==> config.mk <==
export PLATFORM = sky130hd
export DESIGN_NAME = barrel_shifter_pipe
export DESIGN_NICKNAME = d
export VERILOG_FILES = /design/src/rtl/barrel_shifter_pipe.sv
export SDC_FILE = /design/constraint.sdc
export NUM_CORES = 1
export LEC_CHECK = 0
export ABC_AREA = 1
export BUFFER_PORTS_ARGS = -buffer_cell sky130_fd_sc_hd__buf_2
export CAP_MARGIN = 15
export CORE_ASPECT_RATIO = 1.4
export CORE_MARGIN = 5
export CORE_UTILIZATION = 56
export DETAILED_ROUTE_END_ITERATION = 16
export PLACE_DENSITY = 0.82
export RECOVER_POWER = 50
export SYNTH_ARGS = -nofsm -noshare
export SYNTH_HDL_FRONTEND = slang
export SYNTH_SLANG_ARGS = --single-unit
==> constraint.sdc <==
create_clock -name clk -period 1.85 [get_ports clk]
set_input_delay 0.2775 -clock clk [delete_from_list [all_inputs] [get_ports clk]]
set_output_delay 0.2775 -clock clk [all_outputs]
set_load 0.01 [all_outputs]
==> src/rtl/barrel_shifter_pipe.sv <==
// barrel_shifter_pipe
//   Pipelined logical / arithmetic / rotate barrel shifter. Stage i shifts by
//   2^i when amount bit i is set. All stages advance together on a single
//   global enable. A valid/ready handshake on each side and a user tag ride
//   along with the data.
//
// Ports
//   clk, rst         rising-edge clock, asynchronous active-high reset
//   flush            synchronous clear of all stage valid bits
//   in_valid/ready   input handshake (in_ready = adv & ~flush)
//   in_data          operand
//   in_amount        shift amount
//   in_dir           0 = right, 1 = left
//   in_mode          00 logical, 01 arithmetic, 1x rotate
//   in_tag           sideband carried unchanged
//   out_valid/ready  output handshake
//   out_data         shifted result
//   out_tag          tag of the result
//   out_zero         out_data == 0, gated by out_valid
module barrel_shifter_pipe #(
  parameter int unsigned WIDTH       = 8,
  parameter int unsigned SHIFT_WIDTH = 3,
  parameter int unsigned TAG_WIDTH   = 4
) (
  input  logic                   clk,
  input  logic                   rst,
  input  logic                   flush,
  input  logic                   in_valid,
  output logic                   in_ready,
  input  logic [WIDTH-1:0]       in_data,
  input  logic [SHIFT_WIDTH-1:0] in_amount,
  input  logic                   in_dir,
  input  logic [1:0]             in_mode,
  input  logic [TAG_WIDTH-1:0]   in_tag,
  output logic                   out_valid,
  input  logic                   out_ready,
  output logic [WIDTH-1:0]       out_data,
  output logic [TAG_WIDTH-1:0]   out_tag,
  output logic                   out_zero
);

  // Stage registers
  logic [SHIFT_WIDTH-1:0][WIDTH-1:0]       data_q;
  logic [SHIFT_WIDTH-1:0][SHIFT_WIDTH-1:0] amt_q;
  logic [SHIFT_WIDTH-1:0]                  dir_q;
  logic [SHIFT_WIDTH-1:0][1:0]             mode_q;
  logic [SHIFT_WIDTH-1:0][TAG_WIDTH-1:0]   tag_q;
  logic [SHIFT_WIDTH-1:0]                  valid_q;

  // Stage inputs (previous stage or the input port) and next-state values
  logic [SHIFT_WIDTH-1:0][WIDTH-1:0]       st_data;
  logic [SHIFT_WIDTH-1:0][SHIFT_WIDTH-1:0] st_amt;
  logic [SHIFT_WIDTH-1:0]                  st_dir;
  logic [SHIFT_WIDTH-1:0][1:0]             st_mode;
  logic [SHIFT_WIDTH-1:0][TAG_WIDTH-1:0]   st_tag;
  logic [SHIFT_WIDTH-1:0]                  st_valid;
  logic [SHIFT_WIDTH-1:0][WIDTH-1:0]       nxt_data;
  logic [SHIFT_WIDTH-1:0][SHIFT_WIDTH-1:0] nxt_amt;

  logic adv;
  logic accept;

  // Single fixed-distance step. Rotation by k uses k mod WIDTH so that any
  // WIDTH (including non powers of two) and any k >= WIDTH behave correctly.
  function automatic logic [WIDTH-1:0] step_shift(
    input logic [WIDTH-1:0] d,
    input logic             dir,
    input logic [1:0]       mode,
    input int unsigned      k
  );
    logic [2*WIDTH-1:0] dd;
    logic [2*WIDTH-1:0] rl;
    logic [2*WIDTH-1:0] rr;
    int unsigned        r;
    r  = k % WIDTH;
    dd = {d, d};
    rl = dd << r;
    rr = dd >> r;
    if (mode[1])
      return dir ? rl[2*WIDTH-1:WIDTH] : rr[WIDTH-1:0];
    if (k >= WIDTH)
      return (!dir && mode[0]) ? {WIDTH{d[WIDTH-1]}} : '0;
    if (dir)
      return d << k;
    if (mode[0])
      return $signed(d) >>> k;
    return d >> k;
  endfunction

  assign out_valid = valid_q[SHIFT_WIDTH-1];
  assign out_data  = data_q[SHIFT_WIDTH-1];
  assign out_tag   = tag_q[SHIFT_WIDTH-1];
  assign out_zero  = out_valid & ~|out_data;

  assign adv      = out_ready | ~out_valid;
  assign in_ready = adv & ~flush;
  assign accept   = in_valid & in_ready;

  // Each stage consumes bit 0 of its remaining amount and passes the rest
  // down shifted by one, so every stage looks at the same bit position.
  for (genvar i = 0; i < SHIFT_WIDTH; i++) begin : g_stage
    if (i == 0) begin : g_first
      assign st_data[i]  = in_data;
      assign st_amt[i]   = in_amount;
      assign st_dir[i]   = in_dir;
      assign st_mode[i]  = in_mode;
      assign st_tag[i]   = in_tag;
      assign st_valid[i] = accept;
    end else begin : g_next
      assign st_data[i]  = data_q[i-1];
      assign st_amt[i]   = amt_q[i-1];
      assign st_dir[i]   = dir_q[i-1];
      assign st_mode[i]  = mode_q[i-1];
      assign st_tag[i]   = tag_q[i-1];
      assign st_valid[i] = valid_q[i-1];
    end
    assign nxt_data[i] = st_amt[i][0]
                       ? step_shift(st_data[i], st_dir[i], st_mode[i], 32'd1 << i)
                       : st_data[i];
    assign nxt_amt[i]  = st_amt[i] >> 1;
  end

  // The last stage's control fields have no consumer.
  logic unused_tail;
  assign unused_tail = ^{amt_q[SHIFT_WIDTH-1], dir_q[SHIFT_WIDTH-1],
                         mode_q[SHIFT_WIDTH-1]};

  always_ff @(posedge clk or posedge rst) begin
    if (rst) begin
      data_q  <= '0;
      amt_q   <= '0;
      dir_q   <= '0;
      mode_q  <= '0;
      tag_q   <= '0;
      valid_q <= '0;
    end else if (flush) begin
      valid_q <= '0;
    end else if (adv) begin
      data_q  <= nxt_data;
      amt_q   <= nxt_amt;
      dir_q   <= st_dir;
      mode_q  <= st_mode;
      tag_q   <= st_tag;
      valid_q <= st_valid;
    end
  end

endmodule

## Yosys cells after proc, flatten, opt, wreduce, memory -nomap -nowiden

Index checks and enable logic that the tools add are counted.

- Bitwise operators: 6
- Reduce and logical (&&, ||, !) cells: 4
- Muxes and demuxes: 43

Operators with widths:

| cell | number |
|---|---|
| 8-bit 2-to-1 mux | 23 |
| 1-bit 2-to-1 mux | 18 |
| 8-bit OR reduction | 1 |
| 3-bit 2-to-1 mux | 2 |
| 1-bit bitwise AND | 3 |
| 1-bit NOT | 2 |
| 2-bit AND reduction | 1 |
| 2-bit nonzero test | 1 |
| 1-bit logical NOT | 1 |
| 1-bit bitwise OR | 1 |

- Logic and storage cells: 65
- Flip-flop bits (word level): 48
- Input bits: 23

## Longest topological paths before layout

- Depth after elaboration: 8
- Mapped depth: 8
- Gate-level depth less buffers: 7

## Least setup slack after synthesis

Ideal clock, no wire load.

- Path type: register to output
- From: register data_q, in the netlist out_data[4]
- To: output out_zero
- Setup slack: 684 ps
- Arrival: 889 ps
- Path buffers: 0
- Cell stages (with the launch flop): 3
- Cells stage by stage: dfrtp_1 or3_1 nor2_1

- Cells in the longest elaborated chain, start to end: 3

Ends and longest elaborated chain:

| element | RTL line | RTL |
|---|---|---|
| start, declared | 43 | `logic [SHIFT_WIDTH-1:0][WIDTH-1:0] data_q;` |
| start signal, assigned | 139 | `data_q <= nxt_data;` |
| 8-bit OR reduction | 93 | `assign out_zero = out_valid & ~\|out_data;` |
| 1-bit logical NOT | 93 |  |
| 1-bit bitwise AND | 93 |  |
| end, declared | 39 | `output logic out_zero` |

No other way between the ends.

## Final worst setup path

- From: register valid_q[2]
- To: output in_ready

- Cells in the longest elaborated chain, start to end: 3

Ends and longest elaborated chain:

| element | RTL line | RTL |
|---|---|---|
| start, declared | 48 | `logic [SHIFT_WIDTH-1:0] valid_q;` |
| start signal, assigned | 144 | `valid_q <= st_valid;` |
| 1-bit NOT | 95 | `assign adv = out_ready \| ~out_valid;` |
| 1-bit bitwise OR | 95 |  |
| 1-bit bitwise AND | 96 | `assign in_ready = adv & ~flush;` |
| end, declared | 29 | `output logic in_ready,` |

No other way between the ends.

==> results by group <==
CTS
  • TritonCTS buffer count: 5
  • Worst-path clk slew: ~90 ps
  • Clock sink total: 48
  • Post-CTS sizing: 0
  • Setup Fix Bufs, Post-CTS: 0
  • # hold bufs at CTS: 0
  • Level count of the clock H-tree: 2
  • CTS tree: done
  • CTS max path bufs: 2
  • Root Driver: clkbuf_8
  • Later-pin clock latency in the skew report: between 300 and 400 ps

Synthesis
  • Yosys warnings: 0
  • Mapped Area: 2500 um^2
  • Synth Instances: between 300 and 400
  • Mean Syn Cell Area: just over 8 um^2
  • Synth unique cells: 26
  • Syn_nets: 330
  • Sequential share of the synthesized area: 0.481
  • #FFs+latches synth: 48

Timing
  • Slew margin rel.: 0.347
  • Final hold vios: 0
  • Worst Skew: between 9 and 10 ps
  • Worst slew pin tran: a little under 1000 ps
  • RSZ-0062 raised after global routing: false
  • Final period util: 0.913
  • Slew Limit Fails: 0
  • Fmax: approximately 0.59 GHz
  • Post-route minimum period: 1690 ps
  • Setup-failing EPs final: 0
  • Hold slack: 138 ps
  • Final setup TNS: 0 ps

Floorplanning
  • Core Region: ~4300 um^2
  • Rows: 28
  • Starting Density: 0.584
  • Num ports: 38
  • Die Area: a little under 6000 um^2
  • Die width: around 66 um
  • Die height: about 89 um

Placement
  • Gpl congestion: 0.807
  • DP HPWL: around 3500 um
  • Port bufs: 37
  • Placed cells: approximately 390

Power
  • Seq pwr share: 0.510
  • Share of total power in combinational logic: 0.202
  • Sw Ratio: 0.312
  • VDD IR max: ~0.00054 V
  • Leakage: between 0.001 and 0.0015 uW
  • Pint: 1820 uW
  • Clk pwr share: 0.288
  • Switching power: a little over 800 uW
  • Pwr/cell area: about 1000 nW/um^2

Routing
  • Wire length per cell: ~13 um
  • DR top layer: met4
  • Vias: approximately 2000
  • DRT antenna net count: 0
  • Post-route DRC violation count: 0
  • DR pass1 iterations: 4
  • 1st-iter DRT viols: about 130
  • Vias/cell: around 5.2
  • WL met3: 252 um
  • Met1 Wirelength: between 2000 and 2500 um
  • Met2 wire length: 2600 um
  • Drt total wl: roughly 5000 um

Setup path
  • CP Class: flip-flop to output port
  • CP max stage delay: between 400 and 500 ps
  • Worst setup SP type: flip-flop
  • Crit path max-delay family: flip-flops
  • Buf/Inv on CP: 2
  • Critical Path End Type: output port
  • Crit path arrival time: around 1400 ps
  • CP max stage cell: dfrtp_1
  • CP Cell Sequence: nand2_4, nand2_8, inv_6, buf_2
  • Worst EP required: between 1500 and 2000 ps
  • Worst Path Max Fanout: 29

Worst hold path
  • HP Class: primary input to flip-flop

Layout
  • Layout cells sized above 1: 0.218
  • Ant diodes: 0
  • Nets: between 300 and 400
  • Non-Filler Instances: between 300 and 400
  • # fillers: 422
  • Area Overhead vs Synth: 9.02%

Global routing
  • Global route overflow: 0
  • Gr usage total: 0.190
  • First-pass GRT wire length: 8690 um
  • Initial antenna violation count: 0
  • Pin count of the biggest net entering global routing: 30
  • Vias in the first global route: 1988

Flow run
  • Max cap viols: 0

Status
  • Status: completed
==> layer usage <==
| layer | vias to the layer above | track usage |
|---|---|---|
| met2 | 59 | 0.359 |
| li1 | 1027 | - |
| met4 | 0 | 0.0832 |
| met5 | - | 0 |
| met3 | 8 | 0.0264 |
| met1 | 941 | 0.208 |
==> per-stage QoR <==
| stage | util | setup slack (ps) | power (uW) | area, um^2 |
|---|---|---|---|---|
| after floorplan | - | 428 | 1800 | 2500 |
| after global placement | 0.612 | 516 | 1890 | 2620 |
| after detailed placement | 0.612 | 482 | 1910 | 2620 |
| after CTS | 0.639 | 134 | 2690 | 2730 |
| after global routing | 0.637 | 59.9 | 2830 | 2720 |
| final | 0.637 | 162 | 2650 | 2720 |
==> cell usage after synthesis, drive strengths merged <==
cell type / instances / share of area
nand3: 19 / 0.040
nand4: 2 / 0.0050
nand2: 104 / 0.17
o22ai: 3 / 0.013
dfrtp: 48 / 0.48
o21ai: 23 / 0.055
or3: 1 / 0.0025
o211ai: 5 / 0.019
a21oi: 28 / 0.065
buf: 21 / 0.068
nor2: 28 / 0.045
inv: 25 / 0.041
==> power by group through the flow <==
| stage | Clock (uW) | Sequential, uW | Combinational [uW] |
|---|---|---|---|
| 6_report | 764 | 1350 | 534 |
| 3_5_place_dp | 0 | 1370 | 540 |
| 3_3_place_gp | 0 | 1370 | 526 |
| 2_1_floorplan | 0 | 1320 | 478 |
| 4_1_cts | 787 | 1350 | 548 |
| 5_1_grt | 836 | 1380 | 619 |
==> final cells by class <==
| class | instances | area [um^2] | share of cell area |
|---|---|---|---|
| well taps | 60 | 75.1 | 0.0276 |
| flip-flops and latches | 48 | 1200 | 0.441 |
| multi-input cells | 213 | 1020 | 0.376 |
| inverters | 25 | 101 | 0.0372 |
| clock buffers | 5 | 68.8 | 0.0253 |
| repair buffers | 41 | 205 | 0.0754 |
| clock inverters | 3 | 46.3 | 0.0170 |
==> kinds of logic (layout without fill, tap and decap cells) <==
kind of cell	count (synthesis)	count (layout)	share of synthesized area
AO/OA/AOI/OAI	59	59	0.152
buffers and inverters	46	74	0.109
AND/OR/NAND/NOR	154	154	0.259
flip-flops	48	48	0.481
==> path summary, 6_finish.rpt <==
| check | start | to | slack, ps | cells past startpoint |
|---|---|---|---|---|
| max | valid_q[2] | in_ready | 160 | 4 |
| min | flush | valid_q[2] | 140 | 2 |
| max reg2reg | valid_q[2] | st_tag[7] | 500 | 6 |
| min reg2reg | st_tag[9] | out_tag[1] | 480 | 2 |
| max in group asynchronous | rst | st_tag[7] | 590 | 3 |
| min in group asynchronous | rst | valid_q[1] | 180 | 2 |
==> layout by cell type, fill, tap and decap left out, types with 2 or more instances in the layout <==
cell type  netlist  final
a21oi_1         22     22
a21oi_2          6      6
buf_2            1     35
buf_4           16      2
clkbuf_1         0      4
clkbuf_8         0      5
dfrtp_1         48     48
inv_1           19     19
inv_2            4      4
inv_6            1      2
nand2_1        102    102
nand3_1         18     18
nand4_1          2      2
nor2_1          25     25
nor2_2           3      3
o211ai_1         3      3
o211ai_2         2      2
o21ai_0         10     10
o21ai_1          7      7
o21ai_2          6      6
o22ai_2          2      2
==> worst register-to-register path: cells and delay by family (launching register included) <==
| family | cells | cell delay, ps |
|---|---|---|
| and+or+nand+nor | 3 | 310 |
| AOI/OAI and AO/OA | 1 | 70 |
| DFF | 1 | 440 |
| buffers and inverters | 2 | 480 |
==> flip-flops by register name, summed over array words and instances, names as in the netlist <==
signal    cells
valid_q       3
st_tag        8
out_data      8
out_tag       4
amt_q         3
dir_q         2
data_q       16
mode_q        4
Note: power is estimated with default switching activity, not from simulation.
